==> config.mk <==
export PLATFORM = sky130hd
export DESIGN_NAME = dmem_access_unit
export DESIGN_NICKNAME = d
export VERILOG_FILES = /design/src/rtl/dmem_access_unit.sv
export SDC_FILE = /design/constraint.sdc
export NUM_CORES = 1
export LEC_CHECK = 0
export ABC_AREA = 1
export BUFFER_PORTS_ARGS = -buffer_cell sky130_fd_sc_hd__clkbuf_2
export CAP_MARGIN = 20
export CORE_ASPECT_RATIO = 1.4
export CORE_UTILIZATION = 55
export DETAILED_ROUTE_END_ITERATION = 16
export HOLD_SLACK_MARGIN = 0.05
export PLACE_DENSITY = 0.84
export SLEW_MARGIN = 10
export SYNTH_ARGS = -nofsm -noshare
export SYNTH_HDL_FRONTEND = slang
export SYNTH_SLANG_ARGS = --single-unit
export TNS_END_PERCENT = 30
==> constraint.sdc <==
create_clock -name clk -period 3.7 [get_ports clk]
set_clock_uncertainty 0.05 [all_clocks]
set_input_delay 0.37 -clock clk [delete_from_list [all_inputs] [get_ports clk]]
set_output_delay 0.37 -clock clk [all_outputs]
set_load 0.02 [all_outputs]
==> src/rtl/dmem_access_unit.sv <==
// dmem_access_unit: load/store front-end between the core memory stage and a
// simple dual-port, word-granular data BRAM (port A write, port B read with a
// one-cycle read latency). Sub-word stores are turned into read-modify-write
// sequences because the BRAM has no byte enables. Misaligned, out-of-range and
// illegal-width requests are answered with an error and never reach memory.
module dmem_access_unit #(
    parameter int MEM_BYTES = 4096
) (
    input  logic        clk,
    input  logic        rstn,
    input  logic        req_valid,
    output logic        req_ready,
    input  logic        req_we,
    input  logic [2:0]  req_funct3,
    input  logic [31:0] req_addr,
    input  logic [31:0] req_wdata,
    output logic        resp_valid,
    output logic [31:0] resp_rdata,
    output logic        resp_err,
    output logic        mem_wea,
    output logic [31:0] mem_addra,
    output logic [31:0] mem_dina,
    output logic [31:0] mem_addrb,
    input  logic [31:0] mem_doutb
);

    typedef enum logic [2:0] {
        IDLE,
        RD_ADDR,
        RD_DATA,
        WR,
        RESP
    } state_t;

    localparam logic [31:0] MEM_LIMIT = 32'(MEM_BYTES);

    state_t      state;
    state_t      next_state;

    logic        op_we;
    logic [2:0]  op_funct3;
    logic [1:0]  op_off;
    logic [15:0] op_wdata;

    logic        req_err;
    logic        is_sw;
    logic [31:0] word_addr;
    logic [7:0]  rd_byte;
    logic [15:0] rd_half;
    logic [31:0] load_data;
    logic [31:0] merged;

    assign is_sw     = req_we && (req_funct3 == 3'b010);
    assign word_addr = {req_addr[31:2], 2'b00};

    // Classify the incoming request: illegal width, misalignment or out of range.
    always_comb begin
        req_err = 1'b0;
        case (req_funct3)
            3'b000:  req_err = 1'b0;
            3'b001:  req_err = req_addr[0];
            3'b010:  req_err = (req_addr[1:0] != 2'b00);
            3'b100:  req_err = req_we;
            3'b101:  req_err = req_we || req_addr[0];
            default: req_err = 1'b1;
        endcase
        if (req_addr >= MEM_LIMIT) begin
            req_err = 1'b1;
        end
    end

    // Next-state logic and state-decoded handshake / write-enable outputs.
    always_comb begin
        next_state = state;
        req_ready  = (state == IDLE);
        resp_valid = (state == RESP);
        mem_wea    = (state == WR);
        case (state)
            IDLE: begin
                if (req_valid) begin
                    if (req_err) begin
                        next_state = RESP;
                    end else if (is_sw) begin
                        next_state = WR;
                    end else begin
                        next_state = RD_ADDR;
                    end
                end
            end
            RD_ADDR: next_state = RD_DATA;
            RD_DATA: next_state = op_we ? WR : RESP;
            WR:      next_state = RESP;
            RESP:    next_state = IDLE;
            default: next_state = IDLE;
        endcase
    end

    // Lane selection, load extension and sub-word merge on the returned BRAM word.
    always_comb begin
        rd_byte   = 8'h00;
        rd_half   = op_off[1] ? mem_doutb[31:16] : mem_doutb[15:0];
        load_data = mem_doutb;
        merged    = mem_doutb;
        case (op_off)
            2'd0:    rd_byte = mem_doutb[7:0];
            2'd1:    rd_byte = mem_doutb[15:8];
            2'd2:    rd_byte = mem_doutb[23:16];
            default: rd_byte = mem_doutb[31:24];
        endcase
        case (op_funct3)
            3'b000:  load_data = {{24{rd_byte[7]}}, rd_byte};
            3'b100:  load_data = {24'h000000, rd_byte};
            3'b001:  load_data = {{16{rd_half[15]}}, rd_half};
            3'b101:  load_data = {16'h0000, rd_half};
            default: load_data = mem_doutb;
        endcase
        if (op_funct3[1:0] == 2'b00) begin
            case (op_off)
                2'd0:    merged[7:0]   = op_wdata[7:0];
                2'd1:    merged[15:8]  = op_wdata[7:0];
                2'd2:    merged[23:16] = op_wdata[7:0];
                default: merged[31:24] = op_wdata[7:0];
            endcase
        end else if (op_funct3[1:0] == 2'b01) begin
            if (op_off[1]) begin
                merged[31:16] = op_wdata;
            end else begin
                merged[15:0] = op_wdata;
            end
        end
    end

    // State register; reset aborts any operation in flight, including a write.
    always_ff @(posedge clk or negedge rstn) begin
        if (!rstn) begin
            state <= IDLE;
        end else begin
            state <= next_state;
        end
    end

    // Request capture, BRAM address/data registers and the held response.
    always_ff @(posedge clk or negedge rstn) begin
        if (!rstn) begin
            op_we      <= 1'b0;
            op_funct3  <= 3'b000;
            op_off     <= 2'b00;
            op_wdata   <= 16'h0000;
            mem_addra  <= 32'h0;
            mem_dina   <= 32'h0;
            mem_addrb  <= 32'h0;
            resp_rdata <= 32'h0;
            resp_err   <= 1'b0;
        end else begin
            case (state)
                IDLE: begin
                    if (req_valid) begin
                        op_we     <= req_we;
                        op_funct3 <= req_funct3;
                        op_off    <= req_addr[1:0];
                        op_wdata  <= req_wdata[15:0];
                        if (req_err) begin
                            resp_err   <= 1'b1;
                            resp_rdata <= 32'h0;
                        end else if (is_sw) begin
                            mem_addra <= word_addr;
                            mem_dina  <= req_wdata;
                        end else begin
                            mem_addrb <= word_addr;
                            if (req_we) begin
                                mem_addra <= word_addr;
                            end
                        end
                    end
                end
                RD_DATA: begin
                    if (op_we) begin
                        mem_dina <= merged;
                    end else begin
                        resp_rdata <= load_data;
                        resp_err   <= 1'b0;
                    end
                end
                WR: begin
                    resp_rdata <= 32'h0;
                    resp_err   <= 1'b0;
                end
                default: begin
                end
            endcase
        end
    end

endmodule

# Word level (Yosys, flattened, before mapping)
# Cells that the tools add are included.
[totals] ff_bits=152 in_bits=103 elab_cells=83
[classes] n_lt_le_gt_ge=1 eq_ne=20 n_mux=33 n_bitwise=2 n_reduce_logical=17
[ops] op="32-bit two-way mux" count=11
[ops] op="32-bit one-hot mux with 4 select lines" count=1
[ops] op="32-bit one-hot mux with 3 select lines" count=1
[ops] op="32-bit one-hot mux with 2 select lines" count=1
[ops] op="16-bit two-way mux" count=3
[ops] op="32-bit by 13-bit >= comparator with 1-bit output (second input constant)" count=1
[ops] op="8-bit two-way mux" count=4
[ops] op="8-bit one-hot mux with 3 select lines" count=1
[ops] op="3-bit equality test (second input constant)" count=5
[ops] op="3-bit one-hot mux with 4 select lines" count=1
[ops] op="4-bit AND reduction" count=3
[ops] op="3-bit by 1-bit equality test with 1-bit output (second input constant)" count=3
[ops] op="3-bit by 2-bit equality test with 1-bit output (second input constant)" count=3
[ops] op="3-bit zero test" count=3
[ops] op="3-bit two-way mux" count=3
[ops] op="2-bit != test (second input constant)" count=4
[ops] op="2-bit nonzero test" count=3
[ops] op="1-bit one-hot mux with 5 select lines" count=1
[ops] op="5-bit AND reduction" count=1
[ops] op="2-bit by 1-bit equality test with 1-bit output (second input constant)" count=2
[ops] op="2-bit zero test" count=2
[ops] op="1-bit two-way mux" count=4
[ops] op="2-bit by 1-bit != test with 1-bit output (second input constant)" count=2
[ops] op="1-bit one-hot mux with 3 select lines" count=1
[ops] op="8 further kinds" count=9

# Logic depth before layout (Yosys ltp)
# Gate-level depths: netlist (run 1).
[logic_depth] depth_word=6 ltp_mapped=11 depth_no_buf=10

# Worst setup path before layout (run 1)
# OpenSTA, ideal clock, no wires.
[synth_path] kind="reg-to-reg" startpoint="reg state[0]" endpoint="reg mem_addra[10]" setup_time_ps=126 t_arrival_ps=1423 required_ps=3524 slack_ps=2101 stages_incl_launch_ff=10 n_path_buf=1 synth_period_minus_slack_ps=1599 cell_sequence="dfrtp_1 inv_2 nand2_4 nor2_4 nand2_2 nor2_1 nand2_1 clkbuf_1 nand2_1 o21ai_0"
[synth_between] elab_chain_cells=2
[synth_lines] element="from (decl)" line_no="37" rtl="state_t state;"
[synth_lines] element="from (signal assigned)" line_no="138" rtl="state <= next_state;"
[synth_lines] element="3-bit zero test"
[synth_lines] element="net req_ready" line_no="12" rtl="output logic req_ready,"
[synth_lines] element="4-bit AND reduction (no line)"
[synth_lines] element="to (signal assigned)" line_no="166" rtl="mem_addra <= word_addr;"
[synth_lines] element="to (signal assigned)" line_no="171" rtl="mem_addra <= word_addr;"
[synth_lines] element="to (decl)" line_no="21" rtl="output logic [31:0] mem_addra,"
# The timed path passes the listed nets, and every way through them passes these cells.
# A chain may end at the register's enable or synchronous reset.

# Worst setup path after layout (run 1)
[layout_path] startpoint="reg op_funct3[1]" endpoint="reg mem_dina[10]"
[layout_between] elab_chain_cells=5
[layout_lines] element="from (decl)" line_no="41" rtl="logic [2:0] op_funct3;"
[layout_lines] element="from (signal assigned)" line_no="159" rtl="op_funct3 <= req_funct3;"
[layout_lines] element="2-bit by 1-bit equality test with 1-bit output" line_no="124" rtl="end else if (op_funct3[1:0] == 2'b01) begin"
[layout_lines] element="32-bit two-way mux" line_no="124"
[layout_lines] element="32-bit two-way mux (*)" line_no="117" rtl="if (op_funct3[1:0] == 2'b00) begin"
[layout_lines] element="32-bit two-way mux (*)" line_no="177" rtl="if (op_we) begin"
[layout_lines] element="32-bit one-hot mux with 2 select lines (*)" line_no="155" rtl="case (state)"
[layout_lines] element="to (signal assigned)" line_no="167" rtl="mem_dina <= req_wdata;"
[layout_lines] element="to (signal assigned)" line_no="178" rtl="mem_dina <= merged;"
[layout_lines] element="to (decl)" line_no="22" rtl="output logic [31:0] mem_dina,"
# Every way passes the cells marked *; elsewhere a longest branch is shown, timed or not. The select of a mux whose other input is x is not followed.

==> results of run 1 <==
[state kept, by name, indices dropped and copies added (netlist names)]
name / cells
op_off: 2
resp_err: 1
op_wdata: 16
mem_addra: 30
resp_rdata: 32
mem_dina: 32
op_we: 1
state: 3
mem_addrb: 30
op_funct3: 3
[area by class of cell]
cell class / instances / area (sq um) / share of cell area, %
inverters: 130 / 488 / 4.84
clock buffers: 19 / 443 / 4.39
repair buffers: 241 / 1250 / 12.4
well taps: 189 / 236 / 2.34
flip-flops and latches: 150 / 3750 / 37.2
multi-input cells: 830 / 3710 / 36.8
clock inverters: 13 / 205 / 2.03
[cells in the mapped netlist (all sizes together)]
library cell	n
nor2	131
inv	129
and2	7
conb	1
a21oi	21
buf	50
nor3	1
clkbuf	18
o21bai	1
mux2	1
a21boi	28
o21ai	70
o211ai	2
dfrtp	150
nand3	148
clkinv	1
or2	9
nand2	407
[power groups by stage]
stage	clock [mW]	combinational, mW	sequential (mW)
2_1_floorplan	0	0.550	1.98
3_3_place_gp	0	0.956	1.90
3_5_place_dp	0	0.971	1.90
4_1_cts	1.94	0.979	1.87
5_1_grt	1.99	1.09	1.89
6_report	1.91	0.982	1.87
[per-layer routing]
metal | global-route usage [%] | share of wire, %
met1 | 38.0 | 39
met2 | 52.7 | 50
met3 | 7.67 | 6.8
met4 | 16.5 | 4.5
met5 | 0 | 0
[kinds of logic (layout without fill, tap and decap cells)]
family / count (synthesis) / after routing / share of synthesized area, %
multiplexers: 1 / 1 / 0.135
flip-flops: 150 / 150 / 45.0
buffers and inverters: 198 / 403 / 10.6
other: 1 / 4 / 0.0450
AO/OA/AOI/OAI: 122 / 122 / 8.39
AND/OR/NAND/NOR: 703 / 703 / 35.8
[per-stage QoR]
stage          instance area, sq um  cells  power (mW)  setup slack, ps  hold slack [ps]
6_report                      10100   1572        4.77             1090              135
5_1_grt                       10100   1572        4.97              872              134
2_1_floorplan                  8340   1178        2.53             2100             24.4
3_3_place_gp                   9430   1539        2.85             1250              397
4_1_cts                       10100   1572        4.79             1150              123
3_5_place_dp                   9430   1539        2.87             1200              393
[worst max-delay path by stage]
stage,endpoint
2_1_floorplan,mem_addra[10]
3_3_place_gp,resp_rdata[25]
3_5_place_dp,mem_dina[7]
4_1_cts,mem_dina[9]
5_1_grt,mem_addra[8]
6_report,mem_dina[10]
[worst reg2reg max path: cells and delay by family (launching register included)]
family / cells / cell delay, ps
AND/OR/NAND/NOR: 8 / 1360
flip-flops: 1 / 740
buffers and inverters: 1 / 390
==> key figures, run 1 <==
Finish
  • Most used cells in the layout excluding fill and tap cells: nand2_1, clkbuf_2, dfrtp_1
  • Number of nets in the layout: 1,473
  • Layout overhead on the synthesized area: 21.1%
  • Fin util: 68.9%
  • Antenna cells: 0
  • Share of layout cells above drive strength 1: 22.5%
  • Number of filler cells placed in the layout: 1,283
  • Most common cell after layout, fill and taps aside: nand2_1

Yosys
  • Synth unique cells: 33
  • Library cell occupying the most area in the post-synthesis netlist: dfrtp_1
  • Cell area after synthesis: 8330 sq um
  • Cell count after synthesis: 1,175
  • Register bit total from synthesis: 150
  • Synthesis warning total: 0
  • Proportion of synthesized chip area in sequential cells: 45.0%
  • Leading cell types by total area after synthesis: dfrtp_1, nand2_1, nand3_1
  • Proportion of netlist area held by the largest area contributor: 45.0%
  • Mapped Avg Cell Area: 7.09 sq um

Global route
  • Vias in the first global route: 8,049
  • Maximum number of pins on one net before global-route repair: 81
  • First-pass GRT wire length: 39,200 um
  • Antenna violations before repair: 0
  • Total track usage: 31.7%
  • Aggregate global routing overflow: 0

Clocking
  • Maximum level of the CTS H-tree: 4
  • CTS tree: done
  • TritonCTS buffer count: 17
  • # Post-CTS Setup Buffers: 0
  • Resized Gates After CTS: 0
  • Clock root buffer: clkbuf_16
  • Buffers from clock root to sink, at most: 2
  • Clock slew at the register clock pins of the worst setup and hold paths: 70 ps
  • Clock tree sinks: 150
  • Number of buffers added to fix hold violations after cts: 1
  • Clock latency reported for the late side of the worst-skew pair: 420 ps

Detailed routing
  • DR vias: 8,295
  • Routed vias/inst: 5.28
  • Number of nets still failing antenna checks after routing: 0
  • Number of DRC markers after the initial detailed-route iteration: 556
  • Routed WL per cell: 15.2 um
  • First-pass iteration count of the detailed router: 7
  • Final routed DRC violation total: 0
  • Total Wirelength: 23,900 um

Die
  • Die Area: 15,700 sq um
  • Io pins: 235
  • Die outline width: 106 um
  • Area of the placeable core: 14,600 sq um
  • Standard-cell row count: 52
  • Effective utilization at floorplan: 56.9%
  • Height of the die: 148 um

Placed design
  • Gp weighted congestion: 0.950
  • Buffers added on ports: 230
  • DP Wirelength: 17,500 um

Worst setup path
  • CP Capture Type: register
  • CP Data Required Time: 4010 ps
  • Startpoint of the most critical register-to-register path: op_funct3[1]
  • Logic depth of the worst path, buffers included: 9
  • CP Buf/Inv Count: 1
  • Element type at the critical path start: register
  • Type of the worst setup path: reg -> reg
  • Source of the critical timing path: op_funct3[1]
  • Cell family with most CP delay: simple AND/OR/NAND/NOR gates
  • Worst-path fanout max: 34
  • Crit Reg-Reg Endpoint: mem_dina[10]
  • Sequence of cells on the critical path: inv_2, nand3_2, nand2_1, nand2_1, nor2_1, nor2_1, nor2_1, nand3_1, nand2_1
  • Length in cells of the worst reg-to-reg path: 9
  • Minimum setup slack among reg-to-reg paths: 1090 ps
  • Highest cell delay on the worst timing path: 740 ps
  • Signal arrival time at the worst endpoint: 2920 ps
  • Slowest stage cell on the critical path: dfrtp_1

Timing
  • Number of hold violations in the final report: 0
  • Number of endpoints failing setup at the final stage: 0
  • Setup repair after global routing missed its margin: false
  • Max Transition Viols Final: 0
  • Timing-limited maximum frequency: 0.384 GHz
  • Setup_tns: 0 ps
  • Period utilisation layout: 70.5%
  • Rel. slew slack: 34.4%
  • Transition time at the pin with the least slew margin: 984 ps
  • Final critical-path required period: 2610 ps

Power and ir drop
  • Leakage: 5.94 nW
  • Switching power: 1.53 mW
  • Sequential share of power: 39.3%
  • Part of the total power dissipated in combinational logic: 20.6%
  • P_int: 3.24 mW
  • Fraction of power spent switching nets: 32.2%
  • Portion of total power attributed to the clock network: 40.1%
  • Maximum VDD drop: 340 uV
  • Power density of the placed cells: 473 nW/um^2

Worst hold path
  • Worst min-delay path category: in -> reg
  • Cell depth of the worst hold path: 3
  • Sink of the worst hold path: mem_addra[4]
  • Startpoint of the lowest-slack hold path: req_addr[4]

Run status
  • Outcome: completed

Run
  • Number of max-cap violations: 0
Power figures use the tool's default switching activity.
==> run 2, diff against run 1 <==
CORE_UTILIZATION = 48   (was 55)
PLACE_DENSITY = 0.77   (was 0.84)
clock period = 2.3 ns   (was 3.7 ns; I/O delays follow)
==> run 2 against run 1 <==
First-iteration DRC count fell by 0.72%; critical path depth up 3; cell area up 4.2%; critical endpoint is now resp_rdata[15]; worst hold slack lost 72 ps; combinational power increased by 69%; total power rose by 57%; sequential cell count unchanged; count of clock-buffer cells in the layout unchanged; via count rose by 0.46%.
==> key figures, run 2 (synthesis results as in run 1) <==
Run status
  • Outcome: completed

Power and ir drop
  • Power density of the placed cells: 714 nW/um^2
  • Leakage: 6.10 nW
  • Maximum VDD drop: 519 uV

Finish
  • Number of nets in the layout: 1,514
  • Fin util: 62.3%
  • Largest registers: mem_dina: 32 flops, resp_rdata: 32 flops
  • Most used cells in the layout excluding fill and tap cells: nand2_1, clkbuf_2, dfrtp_1
  • Antenna cells: 0
  • Most common cell after layout, fill and taps aside: nand2_1
  • Layout overhead on the synthesized area: 26.2%
  • Share of layout cells above drive strength 1: 22.8%

Worst setup path
  • Startpoint of the most critical register-to-register path: state[2]
  • Minimum setup slack among reg-to-reg paths: 360 ps
  • Type of the worst setup path: in -> reg
  • CP Capture Type: register
  • Element type at the critical path start: primary input
  • Signal arrival time at the worst endpoint: 2310 ps
  • Crit Reg-Reg Endpoint: mem_dina[27]
  • Length in cells of the worst reg-to-reg path: 9
  • Worst-path fanout max: 34
  • CP Data Required Time: 2610 ps

Worst hold path
  • Worst min-delay path category: in -> reg
  • Cell depth of the worst hold path: 5
  • Sink of the worst hold path: mem_dina[20]
  • Startpoint of the lowest-slack hold path: req_wdata[20]

Global route
  • First-pass GRT wire length: 39,700 um
  • Antenna violations before repair: 0
  • Vias in the first global route: 8,024
  • Aggregate global routing overflow: 0
  • Maximum number of pins on one net before global-route repair: 61
  • Total track usage: 28.4%

Placed design
  • Gp weighted congestion: 0.973
  • DP Wirelength: 18,100 um
  • Buffers added on ports: 230
  • Pre-CTS WS: 346 ps

Clocking
  • Clock latency reported for the late side of the worst-skew pair: 420 ps
  • CTS tree: done
  • Clock tree sinks: 150
  • Clock root buffer: clkbuf_16
  • # Post-CTS Setup Buffers: 0
  • Maximum level of the CTS H-tree: 4
  • Clock slew at the register clock pins of the worst setup and hold paths: 70 ps
  • Buffers from clock root to sink, at most: 2
  • TritonCTS buffer count: 17

Timing
  • Rel. slew slack: 62.7%
  • Max Transition Viols Final: 0
  • Timing-limited maximum frequency: 0.499 GHz
  • Final critical-path required period: 2000 ps
  • Number of hold violations in the final report: 0
  • Setup repair after global routing missed its margin: false
  • Transition time at the pin with the least slew margin: 559 ps
  • Number of endpoints failing setup at the final stage: 0
  • Setup ws final: 297 ps
  • Worst hold slack: 62.4 ps
  • Period utilisation layout: 87.1%
  • Setup_tns: 0 ps

Detailed routing
  • Number of DRC markers after the initial detailed-route iteration: 552
  • Routed vias/inst: 5.03
  • First-pass iteration count of the detailed router: 7
  • Total Wirelength: 24,400 um
  • Routed WL per cell: 14.7 um
  • DR vias: 8,333
  • Number of nets still failing antenna checks after routing: 0
  • Final routed DRC violation total: 0

Die
  • Die outline width: 113 um
  • Height of the die: 158 um
  • Effective utilization at floorplan: 49.3%
  • Io pins: 235
  • Die Area: 17,900 sq um
  • Standard-cell row count: 56
  • Area of the placeable core: 16,900 sq um

Run
  • Number of max-cap violations: 0
-- run 2: cell types whose count changed in the layout (fill, tap and decap cells not counted) --
cell,previous run,this run
clkinv_4,0,2
clkinvlp_4,1,2
nand2_1,401,400
buf_12,1,3
bufinv_16,4,2
dlygate4sd3_1,1,30
buf_4,9,19
nand2_2,3,4
nand2_4,3,2
inv_8,3,2
nand2_8,0,1
-- run 2: final cells by class --
cell class | instances | area, sq um
clock inverter | 13 | 159
multi-input combinational | 830 | 3720
inverter | 130 | 488
clock buffer | 19 | 443
sequential | 150 | 3750
timing repair buffer | 282 | 1660
tap | 232 | 290
fill | 1544 | 6370
-- run 2: per-stage QoR --
step | instance area (sq um) | power [mW] | std cells
after floorplan | 8340 | 4.07 | 1178
after global placement | 9600 | 4.60 | 1594
after detailed placement | 9600 | 4.62 | 1594
after CTS | 10500 | 7.53 | 1656
after global routing | 10500 | 7.88 | 1656
final | 10500 | 7.51 | 1656
-- run 2: where the power goes --
part	switching (mW)	total [mW]	internal, mW
sequential	0.153	2.99	2.84
clock	1.20	2.86	1.66
combinational	1.12	1.66	0.541
-- run 2: layer usage --
| layer | global-route usage (%) | share of wire [%] |
|---|---|---|
| met1 | 33.6 | 40 |
| met2 | 49.6 | 51 |
| met3 | 5.59 | 5.3 |
| met4 | 13.3 | 4.0 |
| met5 | 0 | 0 |
-- run 2: worst max path at each step --
stage | slack, ps | to | start | depth (start not counted)
global route | 80 | resp_rdata[15] | req_funct3[2] | 12
finish | 300 | resp_rdata[15] | req_funct3[2] | 12
CTS | 250 | resp_rdata[15] | req_funct3[2] | 12
global placement | 440 | mem_addra[10] | state[0] | 8
floorplan | 700 | mem_addra[10] | state[0] | 9
detailed placement | 350 | resp_rdata[23] | req_addr[28] | 11
-- run 2: critical path, cell delays in order --
cell	delay, ps
dlygate4sd3_1	540
clkbuf_2	120
nor2_1	120
nand2_1	70
nand2_1	70
nand3_2	90
nor2_2	110
buf_4	240
nand2_2	270
nand2_8	280
nand2_1	100
nand2_1	60
-- run 2: what timing repair did --
action | CTS | global route
setup endpoints to repair | 0 | 3
hold buffers | 30 | 0
resized for setup | 0 | 2
hold endpoints to repair | 96 | 0
==> run 3, diff against run 2 <==
CELL_PAD_IN_SITES_DETAIL_PLACEMENT = 0   (was unset)
CELL_PAD_IN_SITES_GLOBAL_PLACEMENT = 2   (was unset)
CORE_UTILIZATION = 26   (was 48)
PLACE_DENSITY = unset   (was 0.77)
PLACE_DENSITY_LB_ADDON = 0.1   (was unset)
==> run 3 against run 2 <==
Worst hold slack improved by 7.8 ps; worst setup slack got worse by 37 ps; cell count grew 10%; combinational power is 3% higher; critical path depth decreased by 2; clock power grew 10%; wire length increased by 22%; first-iteration DRC count is 38% lower; non-clock buffer count rose by 8; register-to-register slack worse by 100 ps; core utilization is 28 points lower.
==> key figures, run 3 (synthesis results as in run 1) <==
Finish
  • Layout overhead on the synthesized area: 30.1%
  • Largest registers: mem_dina: 32 flops, resp_rdata: 32 flops
  • Most common cell after layout, fill and taps aside: nand2_1
  • Share of layout cells above drive strength 1: 22.9%
  • Antenna cells: 0
  • Fin util: 34.3%
  • Most used cells in the layout excluding fill and tap cells: nand2_1, clkbuf_2, dfrtp_1
  • Cell area after layout: 10,800 sq um
  • Number of nets in the layout: 1,522

Timing
  • Number of endpoints failing setup at the final stage: 0
  • Timing-limited maximum frequency: 0.490 GHz
  • Setup_tns: 0 ps
  • Number of hold violations in the final report: 0
  • Rel. slew slack: 60.2%
  • Period utilisation layout: 88.7%
  • Setup repair after global routing missed its margin: false
  • Final critical-path required period: 2040 ps
  • Max Transition Viols Final: 0
  • Transition time at the pin with the least slew margin: 596 ps

Global route
  • Aggregate global routing overflow: 0
  • First-pass GRT wire length: 46,400 um
  • Grt peak-use layer: met2
  • Global routing usage on met2: 34.1%
  • Total track usage: 18.8%
  • Antenna violations before repair: 0
  • Maximum number of pins on one net before global-route repair: 50
  • Met1 capacity usage during global routing: 22.3%
  • Vias in the first global route: 8,328
  • Global Route met3 Usage: 2.93%

Placed design
  • DP Wirelength: 23,200 um
  • Post-placement cell area: 9850 sq um
  • Buffers added on ports: 230
  • Gp weighted congestion: 0.831

Clocking
  • TritonCTS buffer count: 17
  • Maximum level of the CTS H-tree: 4
  • Buffers from clock root to sink, at most: 2
  • Clock root buffer: clkbuf_16
  • Clock latency reported for the late side of the worst-skew pair: 440 ps
  • CTS tree: done
  • Clock tree sinks: 150
  • # Post-CTS Setup Buffers: 0
  • Clock slew at the register clock pins of the worst setup and hold paths: 70 ps

Die
  • Standard-cell row count: 77
  • Effective utilization at floorplan: 26.4%
  • Io pins: 235
  • Die outline width: 153 um
  • Die Area: 32,800 sq um
  • Height of the die: 214 um
  • Area of the placeable core: 31,600 sq um

Detailed routing
  • Routed WL per cell: 16.3 um
  • Total Wirelength: 29,900 um
  • Routed vias/inst: 4.43
  • Final routed DRC violation total: 0
  • Number of nets still failing antenna checks after routing: 0
  • Number of DRC markers after the initial detailed-route iteration: 341
  • DR vias: 8,095
  • First-pass iteration count of the detailed router: 4

Power and ir drop
  • Leakage: 6.17 nW
  • Maximum VDD drop: 418 uV
  • Switching power: 2.54 mW
  • Portion of total power attributed to the clock network: 40.1%
  • Power density of the placed cells: 726 nW/um^2
  • P_int: 5.33 mW
  • Part of the total power dissipated in combinational logic: 21.7%
  • Fraction of power spent switching nets: 32.3%
  • Sequential share of power: 38.2%
  • Power consumption: 7.88 mW

Worst setup path
  • Type of the worst setup path: reg -> reg
  • Highest cell delay on the worst timing path: 410 ps
  • CP Data Required Time: 2580 ps
  • CP Buf/Inv Count: 2
  • Worst-path fanout max: 48
  • CP Capture Type: register
  • Library cell appearing most often on the critical path: nand2_1
  • Sequence of cells on the critical path: inv_2, nand2_1, nor2_2, buf_12, nand2_1, o21ai_1, nor2_4, nand2_4, nand2_1, nand2_1
  • Element type at the critical path start: register
  • Cell family with most CP delay: simple AND/OR/NAND/NOR gates
  • Startpoint of the most critical register-to-register path: state[2]
  • Slowest stage cell on the critical path: dfrtp_1
  • Crit Reg-Reg Endpoint: resp_rdata[8]
  • Length in cells of the worst reg-to-reg path: 10
  • Minimum setup slack among reg-to-reg paths: 260 ps
  • Signal arrival time at the worst endpoint: 2320 ps

Run status
  • Outcome: completed

Run
  • Number of max-cap violations: 0

Worst hold path
  • Sink of the worst hold path: mem_dina[18]
  • Cell depth of the worst hold path: 5
  • Startpoint of the lowest-slack hold path: req_wdata[18]
  • Worst min-delay path category: in -> reg
[run 3: cell count changes in the layout (fill, tap and decap cells not counted)]
cell | before | now
nand2_8 | 1 | 0
clkbuf_8 | 1 | 0
buf_12 | 3 | 4
clkinv_2 | 0 | 2
nand2_4 | 2 | 3
dlygate4sd3_1 | 30 | 34
clkinvlp_4 | 2 | 0
clkinv_4 | 2 | 3
inv_8 | 2 | 0
bufinv_16 | 2 | 5
buf_4 | 19 | 22
inv_6 | 5 | 4
[run 3: per-stage QoR]
stage / worst slack [ps] / hold WS (ps) / cells
global route: 22.3 / 64.6 / 1827
floorplan: 701 / -116 / 1178
detailed placement: 71.2 / 170 / 1761
finish: 260 / 70.2 / 1827
global placement: 148 / 167 / 1761
CTS: 14.0 / 54.6 / 1827
[run 3: per-layer routing]
layer / share of wire, % / up-vias
met4: 1.9 / 0
met3: 3.2 / 24
met1: 44 / 3777
met2: 51 / 174
li1: - / 4120
met5: 0 / -
[run 3: worst register-to-register path, stage by stage, from the launching register on]
cell and delay, ps:
dfrtp_1 410, inv_2 70, nand2_1 110, nor2_2 70
buf_12 170, nand2_1 100, o21ai_1 120, nor2_4 330
nand2_4 300, nand2_1 140, nand2_1 60
[run 3: layout make-up]
cell class / instances / area [sq um]
fillers: 3537 / 20800
well taps: 395 / 494
clock buffers: 18 / 429
multi-input cells: 830 / 3710
repair buffers: 290 / 1740
inverters: 130 / 488
flip-flops and latches: 150 / 3750
clock inverters: 14 / 221
[run 3: timing repair]
item	CTS	global route
hold buffers	34	0
setup endpoints to repair	0	10
endpoints found under the hold margin	88	0
resized for setup	0	1
[run 3: how the worst max path moves through the flow]
stage / from / endpoint / slack, ps / depth (start not counted)
after floorplan: state[0] / mem_addra[10] / 700 / 9
after global placement: req_funct3[0] / mem_addra[9] / 150 / 10
after detailed placement: req_funct3[0] / mem_addra[9] / 70 / 9
after CTS: req_funct3[0] / mem_addra[9] / 10 / 10
after global routing: state[2] / resp_rdata[17] / 20 / 10
final: state[2] / resp_rdata[8] / 260 / 10
[run 3: power by group through the flow]
stage,Combinational [mW],Sequential [mW],Clock [mW]
2_1_floorplan,0.886,3.18,0
4_1_cts,1.74,3.01,3.26
6_report,1.71,3.01,3.16
3_3_place_gp,1.69,3.06,0
3_5_place_dp,1.69,3.06,0
5_1_grt,1.93,3.03,3.36
